`src/rtl/hazard_pkg.sv`:
```
// Shared types for the RV32I pipeline hazard controller.
package hazard_pkg;

  // resultSrc encoding that marks a load in E
  localparam logic [1:0] RESULT_SRC_LOAD = 2'b01;

  // E-stage operand source select
  typedef enum logic [1:0] {
    FWD_REG = 2'b00,
    FWD_W   = 2'b01,
    FWD_M   = 2'b10
  } fwd_sel_t;

  // Memory-wait controller state
  typedef enum logic [1:0] {
    RUN      = 2'b00,
    MEM_WAIT = 2'b01,
    HALT     = 2'b10
  } hz_state_t;

  // Stall/flush bundle driven onto the pipeline registers
  typedef struct packed {
    logic stall_f;
    logic stall_d;
    logic stall_e;
    logic stall_m;
    logic flush_d;
    logic flush_e;
    logic flush_w;
  } pipe_ctrl_t;

endpackage

```
`src/rtl/hazard_fwd_unit.sv`:
```
// Forwarding select for one E-stage operand: M result beats W result, x0 never forwarded.
module hazard_fwd_unit
  import hazard_pkg::*;
#(
  parameter int unsigned REG_W = 5
) (
  input  logic [REG_W-1:0] rs_e_i,
  input  logic [REG_W-1:0] rd_m_i,
  input  logic [REG_W-1:0] rd_w_i,
  input  logic             reg_write_m_i,
  input  logic             reg_write_w_i,
  output fwd_sel_t         fwd_o
);

  // Priority compare against the two younger writers
  always_comb begin
    fwd_o = FWD_REG;
    if (reg_write_m_i && (rd_m_i != '0) && (rd_m_i == rs_e_i)) begin
      fwd_o = FWD_M;
    end else if (reg_write_w_i && (rd_w_i != '0) && (rd_w_i == rs_e_i)) begin
      fwd_o = FWD_W;
    end
  end

endmodule

```
`src/rtl/hazard_ctrl.sv`:
```
// Pipeline hazard controller: forwarding, load-use bubbles, branch flushes and
// a timeout-protected data-memory wait FSM.
// Optional perf counters are built when HAZARD_PERF_EN is defined.
module hazard_ctrl
  import hazard_pkg::*;
#(
  parameter int unsigned REG_W   = 5,
  parameter int unsigned TIMEOUT = 16,
  parameter int unsigned CNT_W   = 32
) (
  input  logic             clk,
  input  logic             rst,
  input  logic [REG_W-1:0] Rs1_D,
  input  logic [REG_W-1:0] Rs2_D,
  input  logic [REG_W-1:0] Rs1_E,
  input  logic [REG_W-1:0] Rs2_E,
  input  logic [REG_W-1:0] Rd_E,
  input  logic [REG_W-1:0] Rd_M,
  input  logic [REG_W-1:0] Rd_W,
  input  logic [1:0]       resultSrc_E,
  input  logic             regWrite_M,
  input  logic             regWrite_W,
  input  logic             PCsrc_E,
  input  logic             memReq_M,
  input  logic             memReady_M,
  output logic [1:0]       forwardA_E,
  output logic [1:0]       forwardB_E,
  output logic             stall_F,
  output logic             stall_D,
  output logic             stall_E,
  output logic             stall_M,
  output logic             flush_D,
  output logic             flush_E,
  output logic             flush_W,
  output logic             mem_err,
  output logic [CNT_W-1:0] stallCycles,
  output logic [CNT_W-1:0] flushCount
);

  localparam int unsigned WAIT_W = (TIMEOUT > 2) ? $clog2(TIMEOUT) : 1;
  localparam logic [WAIT_W-1:0] WAIT_LAST = WAIT_W'(TIMEOUT - 1);

  hz_state_t   state_q, state_d;
  logic [WAIT_W-1:0] cnt_q, cnt_d;
  pipe_ctrl_t  ctrl;
  fwd_sel_t    fwd_a, fwd_b;
  logic        lw_stall;
  logic        eval_run;
  logic        br_flush;

  hazard_fwd_unit #(.REG_W(REG_W)) u_fwd_a (
    .rs_e_i        (Rs1_E),
    .rd_m_i        (Rd_M),
    .rd_w_i        (Rd_W),
    .reg_write_m_i (regWrite_M),
    .reg_write_w_i (regWrite_W),
    .fwd_o         (fwd_a)
  );

  hazard_fwd_unit #(.REG_W(REG_W)) u_fwd_b (
    .rs_e_i        (Rs2_E),
    .rd_m_i        (Rd_M),
    .rd_w_i        (Rd_W),
    .reg_write_m_i (regWrite_M),
    .reg_write_w_i (regWrite_W),
    .fwd_o         (fwd_b)
  );

  // Load in E whose destination is read by the instruction in D
  assign lw_stall = (resultSrc_E == RESULT_SRC_LOAD) && (Rd_E != '0) &&
                    ((Rd_E == Rs1_D) || (Rd_E == Rs2_D));

  // State and wait-counter register
  always_ff @(posedge clk or negedge rst) begin
    if (!rst) begin
      state_q <= RUN;
      cnt_q   <= '0;
    end else begin
      state_q <= state_d;
      cnt_q   <= cnt_d;
    end
  end

  // Next state and stall/flush decode; branch/load-use only apply when E is free to advance
  always_comb begin
    state_d  = state_q;
    cnt_d    = cnt_q;
    ctrl     = '0;
    eval_run = 1'b0;
    br_flush = 1'b0;
    unique case (state_q)
      RUN: begin
        if (memReq_M && !memReady_M) begin
          state_d      = MEM_WAIT;
          cnt_d        = WAIT_W'(1);
          ctrl.stall_f = 1'b1;
          ctrl.stall_d = 1'b1;
          ctrl.stall_e = 1'b1;
          ctrl.stall_m = 1'b1;
          ctrl.flush_w = 1'b1;
        end else begin
          eval_run = 1'b1;
        end
      end
      MEM_WAIT: begin
        if (memReady_M) begin
          state_d  = RUN;
          cnt_d    = '0;
          eval_run = 1'b1;
        end else begin
          ctrl.stall_f = 1'b1;
          ctrl.stall_d = 1'b1;
          ctrl.stall_e = 1'b1;
          ctrl.stall_m = 1'b1;
          ctrl.flush_w = 1'b1;
          if (cnt_q == WAIT_LAST) begin
            state_d = HALT;
          end else begin
            cnt_d = cnt_q + WAIT_W'(1);
          end
        end
      end
      HALT: begin
        ctrl.stall_f = 1'b1;
        ctrl.stall_d = 1'b1;
        ctrl.stall_e = 1'b1;
        ctrl.stall_m = 1'b1;
        ctrl.flush_w = 1'b1;
      end
      default: state_d = RUN;
    endcase
    if (eval_run) begin
      if (PCsrc_E) begin
        ctrl.flush_d = 1'b1;
        ctrl.flush_e = 1'b1;
        br_flush     = 1'b1;
      end else if (lw_stall) begin
        ctrl.stall_f = 1'b1;
        ctrl.stall_d = 1'b1;
        ctrl.flush_e = 1'b1;
      end
    end
    if (!rst) begin
      ctrl         = '0;
      ctrl.flush_d = 1'b1;
      ctrl.flush_e = 1'b1;
      br_flush     = 1'b0;
    end
  end

  assign forwardA_E = rst ? fwd_a : FWD_REG;
  assign forwardB_E = rst ? fwd_b : FWD_REG;
  assign stall_F    = ctrl.stall_f;
  assign stall_D    = ctrl.stall_d;
  assign stall_E    = ctrl.stall_e;
  assign stall_M    = ctrl.stall_m;
  assign flush_D    = ctrl.flush_d;
  assign flush_E    = ctrl.flush_e;
  assign flush_W    = ctrl.flush_w;
  assign mem_err    = (state_q == HALT);

`ifdef HAZARD_PERF_EN
  logic [CNT_W-1:0] stall_cnt_q, flush_cnt_q;

  // Free-running perf counters, wrap on overflow
  always_ff @(posedge clk or negedge rst) begin
    if (!rst) begin
      stall_cnt_q <= '0;
      flush_cnt_q <= '0;
    end else begin
      if (ctrl.stall_f || ctrl.stall_d || ctrl.stall_e || ctrl.stall_m) begin
        stall_cnt_q <= stall_cnt_q + CNT_W'(1);
      end
      if (br_flush) begin
        flush_cnt_q <= flush_cnt_q + CNT_W'(1);
      end
    end
  end

  assign stallCycles = stall_cnt_q;
  assign flushCount  = flush_cnt_q;
`else
  logic unused_br_flush;
  assign unused_br_flush = br_flush;
  assign stallCycles     = '0;
  assign flushCount      = '0;
`endif

endmodule
```
`config.mk`:
```
export PLATFORM = sky130hd
export DESIGN_NAME = hazard_ctrl
export DESIGN_NICKNAME = d
export VERILOG_FILES = /design/src/rtl/hazard_pkg.sv /design/src/rtl/hazard_fwd_unit.sv /design/src/rtl/hazard_ctrl.sv
export SDC_FILE = /design/constraint.sdc
export NUM_CORES = 1
export LEC_CHECK = 0
export CORE_MARGIN = 3
export CORE_UTILIZATION = 43
export CTS_CLUSTER_SIZE = 12
export DETAILED_ROUTE_END_ITERATION = 12
export DONT_BUFFER_PORTS = 1
export PLACE_DENSITY = 0.63
export SYNTH_ARGS = -nofsm -noshare
export SYNTH_HDL_FRONTEND = slang
export SYNTH_SLANG_ARGS = --single-unit
export TNS_END_PERCENT = 1
```
`constraint.sdc`:
```
create_clock -name clk -period 1.8 [get_ports clk]
set_clock_uncertainty 0.15 [all_clocks]
set_input_delay 0.36 -clock clk [delete_from_list [all_inputs] [get_ports clk]]
set_output_delay 0.36 -clock clk [all_outputs]
set_load 0.02 [all_outputs]
```
==> flow_metrics.env <==
export IMPL_r2r_end="cnt_q[3]$_DFFE_PN0P_"
export IMPL_grt_start_max_net_pins=9
export IMPL_crit_family="compound AO/OA/AOI/OAI gates"
export IMPL_mostFrequentLayoutCells="conb_1 (64), xor2_1 (25), buf_4 (15)"
export IMPL_antenna_cells=0
export IMPL_setup_slack_ns=-0.277
export IMPL_total_leakage_power_nw=0.660
export IMPL_cpPeakStageDelay_ns=0.38
export IMPL_port_buffers=0
export IMPL_drtIter0Drc=15
export IMPL_crit_path_start="state_q[0]$_DFFE_PN0P_"
export IMPL_reg2regPathDepth=5
export IMPL_slew_violations=0
export IMPL_yosysTopAreaCell="buf_4"
export IMPL_period_needed_ns=2.08
export IMPL_clock_latency_ns=0.24
export IMPL_powerDensity_nw_per_um2=437
export IMPL_num_vias=920
export IMPL_start_util_pct=45.8
export IMPL_hold_path_end="cnt_q[1]$_DFFE_PN0P_"
export IMPL_die_height_um=60.7
export IMPL_drc=0
export IMPL_min_path_type="primary input to flip-flop"
export IMPL_placementRows=19
export IMPL_syn_inst=162
export IMPL_cts_buffers=3
export IMPL_fin_crit_sh_pct=115
export IMPL_failed_checks="setup timing"
export IMPL_grt_overflow=0
export IMPL_path_cells="o21bai_2, and2_4, nand4b_1, o41ai_4, buf_6"
export IMPL_cts_buffer_depth=2
export IMPL_die_w_um=60.7
export IMPL_rrSetupSlack_ns=0.03
export IMPL_setup_viol=10
export IMPL_ant_nets=0
export IMPL_routedWlPerCell_um=12.0
export IMPL_cts_root_buf="clkbuf_4"
export IMPL_status="complete, but fails checks"
export IMPL_grt_pass1_vias=853
export IMPL_worstSetupPathType="flip-flop to output pin"
export IMPL_max_freq_mhz=481
export IMPL_rsz0062_at_grt="yes"
export IMPL_ys_seq_area_share_pct=11.7
export IMPL_cpMaxStageDelayCell="dfrtp_1"
export IMPL_final_util_pct=47.4
export IMPL_ir_drop_uv=200
export IMPL_required_ns=1.29
export IMPL_p_total_uw=581
export IMPL_arrival_ns=1.57
export IMPL_grt_pass1_wl_mm=3.33
export IMPL_syn_area_per_cell_sq_um=7.93
export IMPL_finalHoldViolCount=0
export IMPL_maxCapViolations=0
export IMPL_syn_area_sq_um=1280
export IMPL_drive_above_1_share_pct=23.5
export IMPL_whs_ns=0.206
export IMPL_regToRegStartpoint="cnt_q[0]$_DFFE_PN0P_"
export IMPL_synth_warnings=0
export IMPL_ios=120
export IMPL_hold_depth=3
export IMPL_dieArea_sq_um=3680
export IMPL_synth_top_area_share_pct=39.1
export IMPL_gp_congestion=0.764
export IMPL_synth_cell_types=32
export IMPL_hp_start="memReady_M"
export IMPL_crit_buf_inv=1
export IMPL_firstDrtPassIters=4
export IMPL_syn_to_final_growth_pct=3.41
export IMPL_layout_commonest_cell="conb_1"
export IMPL_cp_max_fo=3
export IMPL_htree_levels=1
export IMPL_synthTopCellsByArea="buf_4 (39%), xor2_1 (17%), dfrtp_1 (12%)"
export IMPL_grt_usage_pct=12.1
export IMPL_vias_per_cell=4.38
export IMPL_cts_sinks=6
export IMPL_hpwl_mm=2.21
export IMPL_cp_end_kind="output pin"
export IMPL_nets=226
export IMPL_clk_pin_slew_worst_paths_ns=0.04
export IMPL_cp_start_kind="flip-flop"
export IMPL_core_area_sq_um=2810
export IMPL_antenna_found_initial=0
export IMPL_synth_seq_cells=6
export IMPL_cts_tree="built"
export IMPL_drt_wl_total_mm=2.52
==> synthesized netlist by cell type, drive strengths merged <==
master,count
inv,4
xnor2,6
a22oi,2
nand3,3
and2,3
conb,1
o211ai,2
a211oi,1
xor2,25
a221o,1
nand2,6
o21ai,5
nor2,6
nor3,4
dfrtp,6
a22o,1
a21o,1
nand2b,1
buf,67
ha,1
or4,4
or3,1
a21oi,1
nor4,4
o41ai,1
nand4b,1
a31oi,1
nor2b,1
and3,1
o21bai,1
==> kinds of logic after synthesis <==
group,after synthesis,share of synthesized area (%)
compound gates,17,9.25
xor+xnor,31,21.1
fa+ha+maj,1,0.974
buf+inv,71,40.3
flops,6,11.7
other cells,1,0.292
simple gates,35,16.4
==> layer usage <==
| metal | up-vias | wire, um | track usage, % |
|---|---|---|---|
| li1 | 442 | - | - |
| met1 | 402 | 800 | 11.4 |
| met2 | 76 | 1360 | 24.4 |
| met3 | 0 | 352 | 2.98 |
| met4 | 0 | 0 | 4.64 |
| met5 | - | 0 | 0 |
==> state kept, by name, indices dropped and copies added (netlist names) <==
register,cells
cnt_q,4
state_q,2
==> through the flow <==
stage | std cells | TNS, ns | worst slack, ns | cell area (sq um)
finish | 210 | -1.55 | -0.277 | 1330
global route | 210 | -2.29 | -0.363 | 1330
CTS | 210 | -2.05 | -0.327 | 1300
detailed placement | 205 | -1.41 | -0.309 | 1230
global placement | 205 | -1.19 | -0.278 | 1230
floorplan | 225 | -1.51 | -0.241 | 1560
==> worst min-delay path: stages <==
cell and delay, ns:
nor3_1 0.06, nand2_1 0.07, o21ai_0 0.06
==> how the worst max path moves through the flow <==
stage / end / slack [ns] / cells past startpoint
after floorplan: stall_F / -0.24 / 5
after global placement: forwardA_E[0] / -0.28 / 5
after detailed placement: forwardA_E[0] / -0.31 / 5
after CTS: stall_D / -0.33 / 5
after global routing: stall_F / -0.36 / 5
final: stall_D / -0.28 / 5
==> where the power goes <==
part | internal (mW) | switching, mW
logic | 0.0995 | 0.209
registers | 0.146 | 0.00708
clock network | 0.0752 | 0.0451
total | 0.320 | 0.261
==> area by class of cell <==
type                            instances  area (sq um)
Fill cell                             264          1480
Multi-Input combinational cell        148           946
Timing Repair Buffer                   18           154
Inverter                                4          17.5
Clock buffer                            3          22.5
Sequential cell                         6           150
Tap cell                               31          38.8
==> repair_timing <==
action,in CTS,in global routing
pin swaps,5,2
hold buffers,1,0
endpoints found under the hold margin,6,0
gates resized for setup,13,7
gates cloned,0,0
buffers inserted,1,0
endpoints found under the setup margin,11,12
(Power assumes the default switching activity.)
